--- config.mk ---
export PLATFORM = sky130hd
export DESIGN_NAME = rr_merge_stage_flat
export DESIGN_NICKNAME = d
export VERILOG_FILES = /design/src/rtl/rr_merge_stage_if.sv /design/src/rtl/rr_merge_stage.sv /design/src/flat_wrapper.sv
export SDC_FILE = /design/constraint.sdc
export NUM_CORES = 1
export LEC_CHECK = 0
export ABC_AREA = 0
export CORE_MARGIN = 2
export CORE_UTILIZATION = 41
export CTS_BUF_LIST = sky130_fd_sc_hd__clkbuf_16
export CTS_CLUSTER_DIAMETER = 50
export CTS_CLUSTER_SIZE = 25
export DETAILED_ROUTE_END_ITERATION = 10
export HOLD_SLACK_MARGIN = 0.1
export PLACE_DENSITY = 0.86
export SYNTH_ARGS = -nofsm -noshare
export SYNTH_HDL_FRONTEND = slang
export SYNTH_SLANG_ARGS = --single-unit
--- constraint.sdc ---
create_clock -name clk -period 1.6 [get_ports clk]
set_input_delay 0.16 -clock clk [delete_from_list [all_inputs] [get_ports clk]]
set_output_delay 0.16 -clock clk [all_outputs]
set_load 0.03 [all_outputs]
--- src/rtl/rr_merge_stage_if.sv ---
// Handshake bundle for rr_merge_stage: grant channel in, payload buses,
// tagged output channel out. The slave modport is the merge stage's view.
// Optional macro MERGE_SEQNUM_EN widens out_d by SeqW sequence bits (MSBs).
interface rr_merge_stage_if #(
  parameter int N    = 4,
  parameter int W    = 8,
  parameter int SeqW = 4
);
  localparam int TagW = $clog2(N);
`ifdef MERGE_SEQNUM_EN
  localparam int SeqBits = SeqW;
`else
  localparam int SeqBits = 0 * SeqW;
`endif
  localparam int OutW = SeqBits + TagW + W;

  logic            grant_v;
  logic [TagW-1:0] grant_d;
  logic            grant_a;
  logic [N*W-1:0]  in_d;
  logic            out_v;
  logic [OutW-1:0] out_d;
  logic            out_a;

  modport slave (
    input  grant_v, grant_d, in_d, out_a,
    output grant_a, out_v, out_d
  );

  modport master (
    output grant_v, grant_d, in_d, out_a,
    input  grant_a, out_v, out_d
  );
endinterface

--- src/rtl/rr_merge_stage.sv ---
// Merge stage behind the round-robin arbiter: accepts a grant index, samples
// that input's payload and queues {tag, payload} in a 2-entry FIFO.
// Optional macro MERGE_SEQNUM_EN prepends a SeqW-bit push sequence number.
module rr_merge_stage #(
  parameter int N    = 4,
  parameter int W    = 8,
  parameter int SeqW = 4
) (
  input  logic             clk,
  input  logic             reset,
  rr_merge_stage_if.slave  bus
);
  localparam int TagW = $clog2(N);
`ifdef MERGE_SEQNUM_EN
  localparam int SeqBits = SeqW;
`else
  localparam int SeqBits = 0 * SeqW;
`endif
  localparam int OutW = SeqBits + TagW + W;

  logic [OutW-1:0] mem [2];
  logic            rd_ptr;
  logic            wr_ptr;
  logic [1:0]      count;
  logic            push;
  logic            pop;
  logic [W-1:0]    sel_pay;
  logic [OutW-1:0] wr_word;

  // Handshake outputs depend only on registered occupancy.
  assign bus.grant_a = (count != 2'd2);
  assign bus.out_v   = (count != 2'd0);
  assign push        = bus.grant_v & bus.grant_a;
  assign pop         = bus.out_v & bus.out_a;
  assign bus.out_d   = bus.out_v ? mem[rd_ptr] : '0;

  // Select the granted input's payload; out-of-range indices give zero.
  always_comb begin
    sel_pay = '0;
    for (int unsigned i = 0; i < N; i++) begin
      if (bus.grant_d == TagW'(i)) sel_pay = bus.in_d[i*W +: W];
    end
  end

`ifdef MERGE_SEQNUM_EN
  logic [SeqW-1:0] seq;

  // Sequence counter advances once per accepted grant, wrapping naturally.
  always_ff @(posedge clk or negedge reset) begin
    if (!reset)    seq <= '0;
    else if (push) seq <= seq + 1'b1;
  end

  assign wr_word = {seq, bus.grant_d, sel_pay};
`else
  assign wr_word = {bus.grant_d, sel_pay};
`endif

  // FIFO pointers and occupancy.
  always_ff @(posedge clk or negedge reset) begin
    if (!reset) begin
      rd_ptr <= 1'b0;
      wr_ptr <= 1'b0;
      count  <= 2'd0;
    end else begin
      if (push) wr_ptr <= ~wr_ptr;
      if (pop)  rd_ptr <= ~rd_ptr;
      unique case ({push, pop})
        2'b10:   count <= count + 2'd1;
        2'b01:   count <= count - 2'd1;
        default: count <= count;
      endcase
    end
  end

  // FIFO storage written at the write pointer on each push.
  always_ff @(posedge clk or negedge reset) begin
    if (!reset) begin
      mem[0] <= '0;
      mem[1] <= '0;
    end else if (push) begin
      mem[wr_ptr] <= wr_word;
    end
  end
endmodule

--- src/flat_wrapper.sv ---
// flat-port wrapper written by rule: the top's interface ports become plain ports
module rr_merge_stage_flat 
#(
  parameter int N    = 4,
  parameter int W    = 8,
  parameter int SeqW = 4
)
  (clk, reset, bus_grant_v, bus_grant_d, bus_in_d, bus_out_a, bus_grant_a, bus_out_v, bus_out_d);
  rr_merge_stage_if #(.N(N), .W(W), .SeqW(SeqW)) bus_i ();
  input  logic clk;
  input  logic reset;
  input wire logic [$bits(bus_i.grant_v)-1:0] bus_grant_v;
  input wire logic [$bits(bus_i.grant_d)-1:0] bus_grant_d;
  input wire logic [$bits(bus_i.in_d)-1:0] bus_in_d;
  input wire logic [$bits(bus_i.out_a)-1:0] bus_out_a;
  output wire logic [$bits(bus_i.grant_a)-1:0] bus_grant_a;
  output wire logic [$bits(bus_i.out_v)-1:0] bus_out_v;
  output wire logic [$bits(bus_i.out_d)-1:0] bus_out_d;
  assign bus_i.grant_v = bus_grant_v;
  assign bus_i.grant_d = bus_grant_d;
  assign bus_i.in_d = bus_in_d;
  assign bus_i.out_a = bus_out_a;
  assign bus_grant_a = bus_i.grant_a;
  assign bus_out_v = bus_i.out_v;
  assign bus_out_d = bus_i.out_d;
  rr_merge_stage #(.N(N), .W(W), .SeqW(SeqW)) u_core (.clk(clk), .reset(reset), .bus(bus_i));
endmodule
Word-level counts from Yosys, hierarchy flattened
Cells that the tools add are included.
- add/sub/neg operators: 2
- magnitude comparators: 3
- equal/unequal tests: 6
- mux-type cells: 12
- bitwise gates (word level): 6
- reduce and logical (&&, ||, !) cells: 4
- operator list (cell ; count):
    $mux 10 ; 5
    $mux 8 ; 4
    $bwmux 20 ; 1
    $demux 10 s1 ; 1
    $eq 2x2->1 const B ; 3
    $eq 2x1->1 const B ; 2
    $ge 2x2->1 const B ; 2
    $not 1->2 ; 2
    $pmux 2 s2 ; 1
    $reduce_bool 2->1 ; 2
    $add 2x1->2 const B ; 1
    $and 1x1->1 ; 2
    $logic_not 2->1 ; 1
    $lt 2x1->1 const B ; 1
    $ne 2x2->1 const B ; 1
    $not 1->1 ; 2
    $sub 2x1->2 const B ; 1
    $logic_and 1x1->1 ; 1
- bits in registers: 24
- bits of input ports: 38
- output and inout port bits: 12
- logic and storage cells: 38

Depth between registers and ports, before layout
Gate-level depths: netlist (run 1).
- word-level depth: 6
- gate-level depth with buffers: 6

Least setup slack after synthesis (run 1)
OpenSTA, ideal clock, no wires.
- kind: flip-flop to flip-flop
- start point: register u_core.count[0]
- end point: register u_core.mem[10] (netlist bit)
- arrival: 1.241 ns
- data required time: 1.475 ns
- setup slack: 0.235 ns
- cell stages (with the launch flop): 5
- buffers on the path: 1
- clock period less this slack: 1.365 ns
- cells stage by stage: dfrtp_1 > nand2b_4 > and3b_1 > buf_4 > mux2_2
- longest elaborated chain between the ends: 2
- ends and longest elaborated chain (what ; line ; RTL):
    start: declaration ; rr_merge_stage.sv:24 ; logic [1:0] count;
    start signal: assignment ; rr_merge_stage.sv:69 ; 2'b10: count <= count + 2'd1;
    start signal: assignment ; rr_merge_stage.sv:70 ; 2'b01: count <= count - 2'd1;
    start signal: assignment ; rr_merge_stage.sv:71 ; default: count <= count;
    $ne 2x2->1 ; rr_merge_stage.sv:31 ; assign bus.grant_a = (count != 2'd2);
    net bus_grant_a ; flat_wrapper.sv:16 ; output wire logic [$bits(bus_i.grant_a)-1:0] bus_grant_a;
    $and 1x1->1 ; rr_merge_stage.sv:33 ; assign push = bus.grant_v & bus.grant_a;
    end signal: indexed assignment ; rr_merge_stage.sv:82 ; mem[wr_ptr] <= wr_word;
    end: declaration ; rr_merge_stage.sv:21 ; logic [OutW-1:0] mem [2];
The timed path passes the listed nets, and every way through them passes these cells.
A chain may end at the register's enable or synchronous reset.

Worst setup path in the final report (run 1)
- start point: register u_core.rd_ptr
- end point: output port bus_out_d[6]
- longest elaborated chain between the ends: 5
- ends and longest elaborated chain (what ; line ; RTL):
    start: declaration ; rr_merge_stage.sv:22 ; logic rd_ptr;
    start signal: assignment ; rr_merge_stage.sv:67 ; if (pop) rd_ptr <= ~rd_ptr;
    $not 1->2 (implied by the code) ; rr_merge_stage.sv:35 ; assign bus.out_d = bus.out_v ? mem[rd_ptr] : '0;
    $mux 10 (implied by the code) (3 in series) ; rr_merge_stage.sv:35 ;
    $mux 10 ; rr_merge_stage.sv:35 ;
    end: declaration ; flat_wrapper.sv:18 ; output wire logic [$bits(bus_i.out_d)-1:0] bus_out_d;
Every way passes these cells. The select of a mux whose other input is x is not followed.

==> results.json, run 1 <==
{
  "synthSimpleGateAreaFrac_pct": 6.82,
  "synthMostInstantiatedCell": "dfrtp_1",
  "grt_util_all_layers_pct": 19.0,
  "gp_congestion": 0.781,
  "p_leak_nw": 0.880,
  "final_cell_count_no_fill": 199,
  "die_w_um": 60.0,
  "grt_pass1_vias": 1089,
  "antenna_found_initial": 0,
  "netlist_top_cells_area": "dfrtp_1, mux2_2, mux4_2",
  "yosys-top-cells-count": "dfrtp_1, mux2_2, nor2_1",
  "multi_input_area_um2": 649,
  "place_inst": 193,
  "synth_edf_count": 0,
  "end_kind": "primary output",
  "ioPinCount": 50,
  "synthAdderAreaFrac_pct": 0.974,
  "grt_max_degree": 25,
  "synth.yosys.warnings": 0,
  "peakVddDrop_v": 0.000916,
  "utilization_pct": 66.3,
  "nNetsFinal": 195,
  "path_class": "flip-flop to primary output",
  "num_vias": 1003,
  "synthMuxAreaShare_pct": 39.3,
  "drive_above_1_share_pct": 37.4,
  "finalClockSkew_ns": 0.00250,
  "clk_pin_slew_worst_paths_ns": 0.06,
  "cts_htree_levels": 1,
  "routed_via_density": 5.04,
  "clk_latency_ns": 0.25,
  "cts-root-buf": "clkbuf_16",
  "synthToLayoutAreaGrowth_pct": 56.2,
  "rsz0062_at_grt": "no",
  "regArea_um2": 601,
  "p_per_area_nw_per_um2": 2000,
  "tightest_slew_ns": 0.313,
  "synth_nets": 130,
  "grt_pass1_wl_um": 4960,
  "slew_headroom_pct": 79.1,
  "seq_area_frac_synth_pct": 46.7,
  "yosys_register_bits": 24,
  "hpwl_um": 2350,
  "post-route-period-util_pct": 95.3,
  "drc": 0,
  "async_flop_share_pct": 100,
  "total_power_w": 0.00401,
  "cts_sinks": 24,
  "clock_path_buffers": 2,
  "cts_hold_buffers": 0,
  "synth_area_per_cell_um2": 14.1,
  "crit_path_max_fanout": 6,
  "period_minus_slack_ns": 1.52,
  "fillerInstances": 232,
  "yosys.area.top_type_share_pct": 46.7,
  "start_util_pct": 42.4,
  "cp.required_ns": 1.44,
  "fmax_mhz": 656,
  "whs_ns": 0.264,
  "cts_tree": "built",
  "port_buffers": 49,
  "hp-class": "primary input to async pin",
  "synth-compound-area-share_pct": 0,
  "status": "completed",
  "overflow": 0,
  "syn_inst": 91,
  "wl_per_cell_um": 15.6,
  "ys_types": 18,
  "die_area_um2": 3600,
  "antenna_cells": 0,
  "tns_ns": 0,
  "synth_top_family_by_area": "multiplexers",
  "hold_viol_final": 0,
  "synth_xor_area_share_pct": 3.41,
  "cts-buffers-inserted": 3,
  "num_rows": 20,
  "core_um2": 3030,
  "synth_flop_cell": "dfrtp_1",
  "ant_nets": 0,
  "maxSlewViolCount": 0,
  "drt_iter0_markers": 16,
  "cp.arrival_ns": 1.36,
  "setup_viol": 0,
  "drt-total-wl_um": 3110,
  "synth_largest_area_cell": "dfrtp_1",
  "die_h_um": 60.0,
  "start_kind": "flip-flop",
  "first_pass_iters": 4,
  "synth_area_um2": 1280,
  "cap_viol_max_count": 0
}
## kinds of logic (layout without fill, tap and decap cells)
kind of cell	Yosys count	in the layout
xor gates and xnor gates	5	5
DFF	24	24
and+or+nand+nor	17	17
buffers and inverters	6	70
adders and majority gates	1	1
muxes	38	38
## path summary, 6_finish.rpt
path	from	endpoint	slack, ns	cells past startpoint
max	u_core.rd_ptr$_DFFE_PN0P_	bus_out_d[6]	0.08	4
min	reset	u_core.wr_ptr$_DFFE_PN0P_	0.26	2
max reg2reg	u_core.count[0]$_DFFE_PN0P_	u_core.count[1]$_DFFE_PN0P_	0.17	6
min reg2reg	u_core.mem[10]$_DFFE_PN0P_	u_core.mem[10]$_DFFE_PN0P_	0.51	1
max in group asynchronous	reset	u_core.mem[12]$_DFFE_PN0P_	1.09	2
min in group clk	u_core.mem[10]$_DFFE_PN0P_	u_core.mem[10]$_DFFE_PN0P_	0.51	1
## area by class of cell
type	count	share of cell area, %
multi-input combinational	61	32.4
sequential	24	29.9
timing repair buffer	65	29.6
clock buffer	3	3.74
tap	44	2.74
clock inverter	1	1.50
inverter	1	0.187
## registers in the layout, summed over array words and instances (netlist names)
signal	count
u_core.count	2
u_core.mem	20
u_core.rd_ptr	1
u_core.wr_ptr	1
## repair_timing
item,4_1_cts,5_1_grt
setup buffers,0,2
setup endpoints to repair,7,6
resized for setup,7,8
## cells in the final DEF, fill, tap and decap left out
| cell | count |
|---|---|
| and3b_1 | 1 |
| buf_12 | 1 |
| buf_4 | 20 |
| bufinv_16 | 1 |
| clkbuf_16 | 3 |
| clkbuf_2 | 3 |
| clkdlybuf4s15_1 | 2 |
| clkdlybuf4s50_1 | 37 |
| dfrtp_1 | 24 |
| dlygate4sd2_1 | 2 |
| ha_1 | 1 |
| inv_1 | 1 |
| mux2_2 | 20 |
| mux2i_1 | 10 |
| mux4_2 | 8 |
| nand2_1 | 1 |
| nand2b_4 | 1 |
| nand3_2 | 1 |
| nor2_1 | 12 |
| nor2b_1 | 1 |
| xnor2_1 | 3 |
| xor2_1 | 2 |
## where the power goes
part	leakage, nW	internal (W)	switching (W)
sequential	0.282	0.000928	0.000177
combinational	0.547	0.00107	0.00113
clock	0.0511	0.000497	0.000205
total	0.880	0.00250	0.00151
## worst max-delay path, cell delays in order, from the launching register on
cell	delay (ns)
dfrtp_1	0.37
buf_4	0.17
mux2i_1	0.12
nor2_1	0.08
clkdlybuf4s15_1	0.37
## per-stage QoR
step	cell area [um^2]	worst slack [ns]
final	2010	0.0750
after global routing	2010	0.00772
after CTS	2000	0.00262
after detailed placement	1900	-0.137
after global placement	1900	-0.111
after floorplan	1280	0.235
## per-layer routing
metal / track usage, % / up-vias / wire (um)
met3: 3.25 / 4 / 168
li1: - / 459 / -
met1: 23.7 / 506 / 1350
met5: 0 / - / 0
met4: 6.67 / 0 / 42
met2: 32.8 / 34 / 1540
No activity file was read; power rests on OpenSTA's default activity.
==> run 2, diff against run 1 <==
--- a/config.mk
+++ b/config.mk
@@ -13,7 +13,7 @@
 export CTS_CLUSTER_SIZE = 25
 export DETAILED_ROUTE_END_ITERATION = 10
 export HOLD_SLACK_MARGIN = 0.1
-export PLACE_DENSITY = 0.86
+export PLACE_DENSITY_LB_ADDON = 0.25
 export SYNTH_ARGS = -nofsm -noshare
 export SYNTH_HDL_FRONTEND = slang
 export SYNTH_SLANG_ARGS = --single-unit
==> run 2 against run 1 <==
Non-clock buffer count shrank 2. Global-route usage shrank 1.5 points. Flip-flop and latch count unchanged. Worst hold slack got worse by 0.0019 ns. Critical path depth unchanged. Worst setup slack worse by 0.014 ns. Sequential power barely moved. Critical path type unchanged. Critical endpoint is now bus_out_d[2].
==> results.json, run 2 (synthesis results as in run 1) <==
{
  "status": "completed",
  "fillerInstances": 250,
  "routed_via_density": 4.92,
  "top_register": "u_core.mem",
  "met1_length_um": 1130,
  "path_class": "flip-flop to primary output",
  "wl_met2_um": 1510,
  "overflow": 0,
  "nNetsFinal": 193,
  "r2r_cells": 6,
  "drt-total-wl_um": 2780,
  "total_power_w": 0.00396,
  "p_int_w": 0.00246,
  "cp.required_ns": 1.44,
  "top_regs": "u_core.mem: 20 flops, u_core.count: 2 flops",
  "crit_chain": "buf_4 > mux2i_1 > nor2_1 > dlygate4sd2_1",
  "first_pass_iters": 2,
  "met3_length_um": 136,
  "gp_congestion": 0.719,
  "pwr-share-clk_pct": 17.8,
  "slew_headroom_pct": 79.9,
  "p_sw_w": 0.00149,
  "die_area_um2": 3600,
  "r2r_end": "u_core.count[1]$_DFFE_PN0P_",
  "p_per_area_nw_per_um2": 1990,
  "cp.arrival_ns": 1.38,
  "drt_iter0_markers": 19,
  "antenna_cells": 0,
  "crit_path_max_fanout": 3,
  "grt_util_all_layers_pct": 17.4,
  "largest_register_ffs": 20,
  "start_kind": "flip-flop",
  "tightest_slew_ns": 0.302,
  "hpwl_um": 2190,
  "num_vias": 970,
  "maxSlewViolCount": 0,
  "hp-class": "primary input to async pin",
  "final_cell_mix": "clkdlybuf4s50_1, dfrtp_1, mux2_2",
  "max_stage_delay_ns": 0.40,
  "cts_tree": "built",
  "tns_ns": 0,
  "postCtsSetupBuffers": 0,
  "die_h_um": 60.0,
  "peakVddDrop_v": 0.000812,
  "ant_nets": 0,
  "cts-root-buf": "clkbuf_16",
  "hold_viol_final": 0,
  "critPathCapture": "bus_out_d[2]",
  "clk_latency_ns": 0.26,
  "cts_sinks": 24,
  "clock_path_buffers": 2,
  "seq_power_share_pct": 27.9,
  "cts_hold_buffers": 0,
  "core_um2": 3030,
  "rsz0062_at_grt": "no",
  "port_buffers": 49,
  "die_w_um": 60.0,
  "place_inst": 193,
  "final_common_cell": "clkdlybuf4s50_1",
  "cts_htree_levels": 1,
  "final_cell_count_no_fill": 197,
  "cap_viol_max_count": 0,
  "wl_per_cell_um": 14.1,
  "r2r_start": "u_core.count[0]$_DFFE_PN0P_",
  "grt_pass1_vias": 1048,
  "synthToLayoutAreaGrowth_pct": 55.0,
  "antenna_found_initial": 0,
  "startpoint": "u_core.rd_ptr$_DFFE_PN0P_",
  "finalClockSkew_ns": 0.00769,
  "period_minus_slack_ns": 1.54,
  "drive_above_1_share_pct": 37.9,
  "grt_pass1_wl_um": 4570,
  "post-route-period-util_pct": 96.2,
  "pwr-share-comb_pct": 54.3,
  "p_sw_share_pct": 37.8,
  "setup_viol": 0,
  "num_rows": 20,
  "end_kind": "primary output",
  "start_util_pct": 42.4,
  "clk_pin_slew_worst_paths_ns": 0.06,
  "cp.buffers_inverters": 2,
  "ioPinCount": 50,
  "critical_path_depth": 4,
  "grt_max_degree": 25,
  "highest_layer": "met4",
  "cts-buffers-inserted": 3,
  "drc": 0,
  "critPathSlowestCell": "dfrtp_1",
  "crit_family": "buffers and inverters",
  "fmax_mhz": 650,
  "worst-r2r-setup-slack_ns": 0.14,
  "p_leak_nw": 0.871
}
[run 2: worst min-delay path by stage]
stage                              startpoint                          end  slack, ns  cells past startpoint
detailed placement  u_core.mem[2]$_DFFE_PN0P_    u_core.mem[2]$_DFFE_PN0P_       0.50                      1
floorplan                               reset  u_core.count[0]$_DFFE_PN0P_      -0.14                      0
finish                                  reset    u_core.mem[1]$_DFFE_PN0P_       0.26                      2
CTS                                     reset    u_core.mem[1]$_DFFE_PN0P_       0.27                      2
global placement    u_core.mem[6]$_DFFE_PN0P_    u_core.mem[6]$_DFFE_PN0P_       0.49                      1
global route                            reset    u_core.mem[1]$_DFFE_PN0P_       0.29                      2
[run 2: layout make-up]
type	instances	area (um^2)	area share (%)
inverters	1	3.75	0.188
well taps	44	55.1	2.76
clock buffers	3	75.1	3.77
flip-flops and latches	24	601	30.2
multi-input cells	61	652	32.7
clock inverters	1	30.0	1.51
repair buffers	63	576	28.9
[run 2: repair_timing]
action                                  4_1_cts  5_1_grt
gates resized for setup                      11        8
endpoints found under the setup margin        8        6
pin swaps                                     0        0
[run 2: power groups by stage]
stage / combinational (W) / sequential (W) / clock [W]
2_1_floorplan: 0.00142 / 0.00107 / 0
6_report: 0.00215 / 0.00111 / 0.000705
3_5_place_dp: 0.00230 / 0.00111 / 0
3_3_place_gp: 0.00225 / 0.00108 / 0
5_1_grt: 0.00232 / 0.00114 / 0.000750
4_1_cts: 0.00221 / 0.00110 / 0.000724
[run 2: per-stage QoR]
| stage | area (um^2) | utilization, % | setup slack [ns] | hold WS, ns |
|---|---|---|---|---|
| 2_1_floorplan | 1280 | - | 0.235 | -0.136 |
| 3_3_place_gp | 1910 | 63.0 | -0.117 | 0.487 |
| 3_5_place_dp | 1910 | 63.0 | -0.140 | 0.496 |
| 4_1_cts | 2010 | 66.2 | 0.00813 | 0.268 |
| 5_1_grt | 1990 | 65.8 | 0.00602 | 0.287 |
| 6_report | 1990 | 65.8 | 0.0609 | 0.262 |
[run 2: per-layer routing]
metal,global-route usage [%],up-vias
li1,-,451
met1,20.3,489
met2,31.8,28
met3,3.25,2
met4,5.71,0
met5,0,-
